--- src/rtl/serial_subtractor_if.sv ---
`default_nettype none
// ============================================================================
//  Module   : serial_subtractor_if
//  Purpose  : start/done request and result bundle for serial_subtractor.
//             V and its modport entries exist only with SERIAL_SUB_OVF_EN.
//  Revision : 1.0  initial release
// ============================================================================
interface serial_subtractor_if #(
    parameter int WIDTH = 4
);
    logic             start;
    logic [WIDTH-1:0] A;
    logic [WIDTH-1:0] B;
    logic             Bi;
    logic             busy;
    logic             done;
    logic [WIDTH-1:0] D;
    logic             Bo;
`ifdef SERIAL_SUB_OVF_EN
    logic             V;

    modport master (
        output start, A, B, Bi,
        input  busy, done, D, Bo, V
    );

    modport slave (
        input  start, A, B, Bi,
        output busy, done, D, Bo, V
    );
`else
    modport master (
        output start, A, B, Bi,
        input  busy, done, D, Bo
    );

    modport slave (
        input  start, A, B, Bi,
        output busy, done, D, Bo
    );
`endif
endinterface
`default_nettype wire

--- src/rtl/serial_subtractor.sv ---
`default_nettype none
// ============================================================================
//  Module   : serial_subtractor
//  Purpose  : bit-serial A - B - Bi, LSB first, one bit per clock with a
//             single borrow flip-flop. Optional V output: SERIAL_SUB_OVF_EN.
//  Revision : 1.0  initial release
// ============================================================================
module serial_subtractor #(
    parameter int WIDTH = 4
) (
    input  wire logic        clk,
    input  wire logic        rst,
    serial_subtractor_if.slave sub_bus
);
    localparam int               c_CW   = (WIDTH > 1) ? $clog2(WIDTH) : 1;
    localparam logic [c_CW-1:0]  c_LAST = c_CW'(WIDTH - 1);

    localparam logic [1:0] c_IDLE = 2'd0;
    localparam logic [1:0] c_RUN  = 2'd1;
    localparam logic [1:0] c_DONE = 2'd2;

    logic [1:0]       r_state;
    logic [WIDTH-1:0] r_a_sh;
    logic [WIDTH-1:0] r_b_sh;
    logic [WIDTH-1:0] r_res;
    logic [c_CW-1:0]  r_cnt;
    logic             r_br;
    logic [WIDTH-1:0] r_d;
    logic             r_bo;
`ifdef SERIAL_SUB_OVF_EN
    logic             r_v;
`endif

    logic             w_a;
    logic             w_b;
    logic             w_d;
    logic             w_br_next;
    logic             w_accept;
    logic [WIDTH-1:0] w_res_next;

    always_comb begin
        w_a        = r_a_sh[0];
        w_b        = r_b_sh[0];
        w_d        = w_a ^ w_b ^ r_br;
        w_br_next  = (~w_a & w_b) | (~(w_a ^ w_b) & r_br);
        w_res_next = {w_d, r_res[WIDTH-1:1]};
        w_accept   = sub_bus.start && ((r_state == c_IDLE) || (r_state == c_DONE));
    end

    always_ff @(posedge clk) begin
        if (rst) begin
            r_state <= c_IDLE;
            r_a_sh  <= '0;
            r_b_sh  <= '0;
            r_res   <= '0;
            r_cnt   <= '0;
            r_br    <= 1'b0;
            r_d     <= '0;
            r_bo    <= 1'b0;
`ifdef SERIAL_SUB_OVF_EN
            r_v     <= 1'b0;
`endif
        end else begin
            case (r_state)
                c_IDLE, c_DONE: begin
                    if (w_accept) begin
                        r_a_sh  <= sub_bus.A;
                        r_b_sh  <= sub_bus.B;
                        r_br    <= sub_bus.Bi;
                        r_cnt   <= '0;
                        r_state <= c_RUN;
                    end else begin
                        r_state <= c_IDLE;
                    end
                end
                c_RUN: begin
                    r_a_sh <= {1'b0, r_a_sh[WIDTH-1:1]};
                    r_b_sh <= {1'b0, r_b_sh[WIDTH-1:1]};
                    r_res  <= w_res_next;
                    r_br   <= w_br_next;
                    r_cnt  <= r_cnt + c_CW'(1);
                    if (r_cnt == c_LAST) begin
                        // On the last bit w_a/w_b are the operand MSBs and w_d is D's MSB.
                        r_d     <= w_res_next;
                        r_bo    <= w_br_next;
`ifdef SERIAL_SUB_OVF_EN
                        r_v     <= (w_a ^ w_b) & (w_d ^ w_a);
`endif
                        r_state <= c_DONE;
                    end
                end
                default: r_state <= c_IDLE;
            endcase
        end
    end

    assign sub_bus.busy = (r_state == c_RUN);
    assign sub_bus.done = (r_state == c_DONE);
    assign sub_bus.D    = r_d;
    assign sub_bus.Bo   = r_bo;
`ifdef SERIAL_SUB_OVF_EN
    assign sub_bus.V    = r_v;
`endif

endmodule
`default_nettype wire

--- src/flat_wrapper.sv ---
// flat-port wrapper written by rule: the top's interface ports become plain ports
module serial_subtractor_flat 
#(
    parameter int WIDTH = 4
)
  (clk, rst, sub_bus_start, sub_bus_A, sub_bus_B, sub_bus_Bi, sub_bus_busy, sub_bus_done, sub_bus_D, sub_bus_Bo);
  serial_subtractor_if #(.WIDTH(WIDTH)) sub_bus_i ();
  input  wire logic clk;
  input  wire logic rst;
  input wire logic [$bits(sub_bus_i.start)-1:0] sub_bus_start;
  input wire logic [$bits(sub_bus_i.A)-1:0] sub_bus_A;
  input wire logic [$bits(sub_bus_i.B)-1:0] sub_bus_B;
  input wire logic [$bits(sub_bus_i.Bi)-1:0] sub_bus_Bi;
  output wire logic [$bits(sub_bus_i.busy)-1:0] sub_bus_busy;
  output wire logic [$bits(sub_bus_i.done)-1:0] sub_bus_done;
  output wire logic [$bits(sub_bus_i.D)-1:0] sub_bus_D;
  output wire logic [$bits(sub_bus_i.Bo)-1:0] sub_bus_Bo;
  assign sub_bus_i.start = sub_bus_start;
  assign sub_bus_i.A = sub_bus_A;
  assign sub_bus_i.B = sub_bus_B;
  assign sub_bus_i.Bi = sub_bus_Bi;
  assign sub_bus_busy = sub_bus_i.busy;
  assign sub_bus_done = sub_bus_i.done;
  assign sub_bus_D = sub_bus_i.D;
  assign sub_bus_Bo = sub_bus_i.Bo;
  serial_subtractor #(.WIDTH(WIDTH)) u_core (.clk(clk), .rst(rst), .sub_bus(sub_bus_i));
endmodule
--- config.mk ---
export PLATFORM = sky130hd
export DESIGN_NAME = serial_subtractor_flat
export DESIGN_NICKNAME = d
export VERILOG_FILES = /design/src/rtl/serial_subtractor_if.sv /design/src/rtl/serial_subtractor.sv /design/src/flat_wrapper.sv
export SDC_FILE = /design/constraint.sdc
export NUM_CORES = 1
export LEC_CHECK = 0
export ABC_AREA = 1
export BUFFER_PORTS_ARGS = -buffer_cell sky130_fd_sc_hd__buf_2
export CAP_MARGIN = 10
export CORE_UTILIZATION = 51
export DETAILED_ROUTE_END_ITERATION = 16
export GPL_TIMING_DRIVEN = 0
export PLACE_DENSITY = 0.75
export SYNTH_ARGS = -nofsm -noshare
export SYNTH_HDL_FRONTEND = slang
export SYNTH_SLANG_ARGS = --single-unit
--- constraint.sdc ---
create_clock -name clk -period 1.8 [get_ports clk]
set_clock_uncertainty 0.15 [all_clocks]
set_input_delay 0.18 -clock clk [delete_from_list [all_inputs] [get_ports clk]]
set_output_delay 0.18 -clock clk [all_outputs]
set_load 0.01 [all_outputs]
==> reports/metrics.cfg <==
[worst_setup_path]
crit_chain=inv_2 > nand2_4 > buf_6 > nand3_1 > a21oi_1 > dlygate4sd3_1
critPathLaunchType=register
path_max_fanout=10
cp.required_ns=1.91
path_class=reg2reg
critPathMaxStageDelay_ns=0.54
crit_slowest_cell=dlygate4sd3_1
cp-end-kind=register
cp.arrival_ns=1.78
r2r_setup_slack_ns=0.13

[sta]
hold_viol_final=0
slew_violations=0
fin_crit_ns=1.67
finalSetupTns_ns=0
min_period_over_period=0.925
setup_violations=0
tightest_slew_ns=0.222
relSlewSlack=0.852
fmax_ghz=0.600
rsz0062_at_grt=false

[clock_tree]
cts_buffers=3
htreeDepth=1
ctsRootBufferMaster=clkbuf_4
clock_path_buffers=2
clock_latency_ns=0.31
path_clk_slew_ns=0.11
clock_sinks=21
tritoncts=yes

[global_routing]
grt.total_usage=0.244
grt.overflow.total=0
grt_pass1_vias=848
grt_pass1_wl_mm=3.52
use_met1=0.289
grt_max_degree=12
antenna_found_initial=0
met3_usage=0.0245
use_met2=0.429
busiest_layer=met2

[place]
dpl.hpwl_mm=1.30
gp_congestion=0.777
portBuffers=17
dp_cells=163

[final_layout]
final_cell_mix=nand3_1, dfxtp_1, buf_2
layout_commonest_cell=nand3_1
syn2layout_area_growth_pct=27.8
post-route-util=0.733
diodes=0
drive_above_1_share=0.203
instances_no_fill=177
nets=168

[worst_hold_path]
hold_class=in2reg

[power]
vdd_drop_max_mv=0.562
p_leak_nw=0.544
p_total_w=0.000930
p_per_area_nw_per_um2=795

[floorplanning]
core_area_sq_um=1590
die-area_sq_um=1970
dieWidth_microns=44.4
start_util=0.574
die_y_microns=44.4
ios=19
rows=14

[detailed_routing]
drt-total-wl_mm=2.02
routedWlPerCell_microns=11.4
drc=0
dr.pass1.iters=4
routed_via_density=5.06
ant_nets=0
first_iter_violations=14
vias=895

[outcome]
status=completed

[yosys]
ys_types=17
synth.ff_latch_count=21
synth_warnings=0
synth_nets=136
synthCells=122
synth_area_sq_um=915
avgSynthCellArea_sq_um=7.50
yosysSeqAreaShare=0.460

[run]
drv_cap=0

[final timing paths]
kind / start / to / cells past startpoint
max reg2reg: u_core.r_state[0]$_SDFFE_PP0P_ / u_core.r_b_sh[3]$_SDFFE_PP0P_ / 6
max: u_core.r_state[0]$_SDFFE_PP0P_ / u_core.r_b_sh[3]$_SDFFE_PP0P_ / 6
min reg2reg: u_core.sub_bus.D[3]$_SDFFE_PP0P_ / u_core.sub_bus.D[3]$_SDFFE_PP0P_ / 2
min: sub_bus_Bi / u_core.r_br$_SDFFE_PP0P_ / 5
[power by group]
group	total, W	internal [W]	switching [W]
Sequential	0.000512	0.000497	0.0000158
Clock	0.000231	0.0000866	0.000145
Combinational	0.000186	0.0000833	0.000103
Total	0.000930	0.000666	0.000263
[kinds of logic (layout without fill, tap and decap cells)]
| group | count (synthesis) | count (layout) | synth area share |
|---|---|---|---|
| fa+ha+maj | 2 | 2 | 0.0356 |
| buf+inv | 20 | 51 | 0.109 |
| simple gates | 66 | 66 | 0.324 |
| flops | 21 | 21 | 0.460 |
| compound gates | 13 | 13 | 0.0711 |
[stage by stage]
| stage | hold slack (ns) | instance area, sq um | setup slack [ns] |
|---|---|---|---|
| 2_1_floorplan | 0.172 | 915 | 0.516 |
| 3_3_place_gp | 0.257 | 1030 | 0.425 |
| 3_5_place_dp | 0.263 | 1030 | 0.437 |
| 4_1_cts | 0.0771 | 1160 | 0.0365 |
| 5_1_grt | 0.112 | 1170 | 0.0389 |
| 6_report | 0.0727 | 1170 | 0.135 |
[layout make-up]
type | count | area [sq um]
Tap cell | 24 | 30.0
Timing Repair Buffer | 27 | 185
Fill cell | 140 | 425
Sequential cell | 21 | 422
Inverter | 14 | 52.6
Buffer | 6 | 51.3
Multi-Input combinational cell | 81 | 402
Clock buffer | 4 | 26.3
[critical path: cells and delay by family, from the launching register on]
family | cells | cell delay (ns)
buffers and inverters | 3 | 0.77
DFF | 1 | 0.38
and+or+nand+nor | 2 | 0.20
AOI/OAI and AO/OA | 1 | 0.11
[cell usage after synthesis]
cell,count,area [sq um]
nand3_1,22,110
fa_1,1,20.0
nand2_2,1,6.26
buf_6,2,22.5
nor2_1,16,60.1
ha_1,1,12.5
nand2_1,19,71.3
a21oi_1,8,40.0
nand3b_1,1,7.51
buf_4,2,15.0
inv_2,1,3.75
nor2_4,1,11.3
o21ai_0,5,25.0
nor3_1,6,30.0
inv_1,13,48.8
buf_2,2,10.0
dfxtp_1,21,420
[sequential cells by signal, indices dropped and copies added (netlist names)]
name,cells
u_core.r_res,3
u_core.r_state,2
u_core.r_b_sh,4
u_core.sub_bus.Bo,1
u_core.sub_bus.D,4
u_core.r_cnt,2
u_core.r_a_sh,4
u_core.r_br,1
[layer usage]
metal | wire length [microns] | vias up
li1 | - | 455
met1 | 923 | 411
met2 | 971 | 22
met3 | 66 | 7
met4 | 58 | 0
met5 | 0 | -
[timing repair]
action | in CTS | in global routing
endpoints found under the setup margin | 0 | 1
buffers inserted | 0 | 0
hold buffers | 10 | 0
gates resized for setup | 0 | 4
endpoints found under the hold margin | 13 | 0
Note: power is estimated with default switching activity, not from simulation.
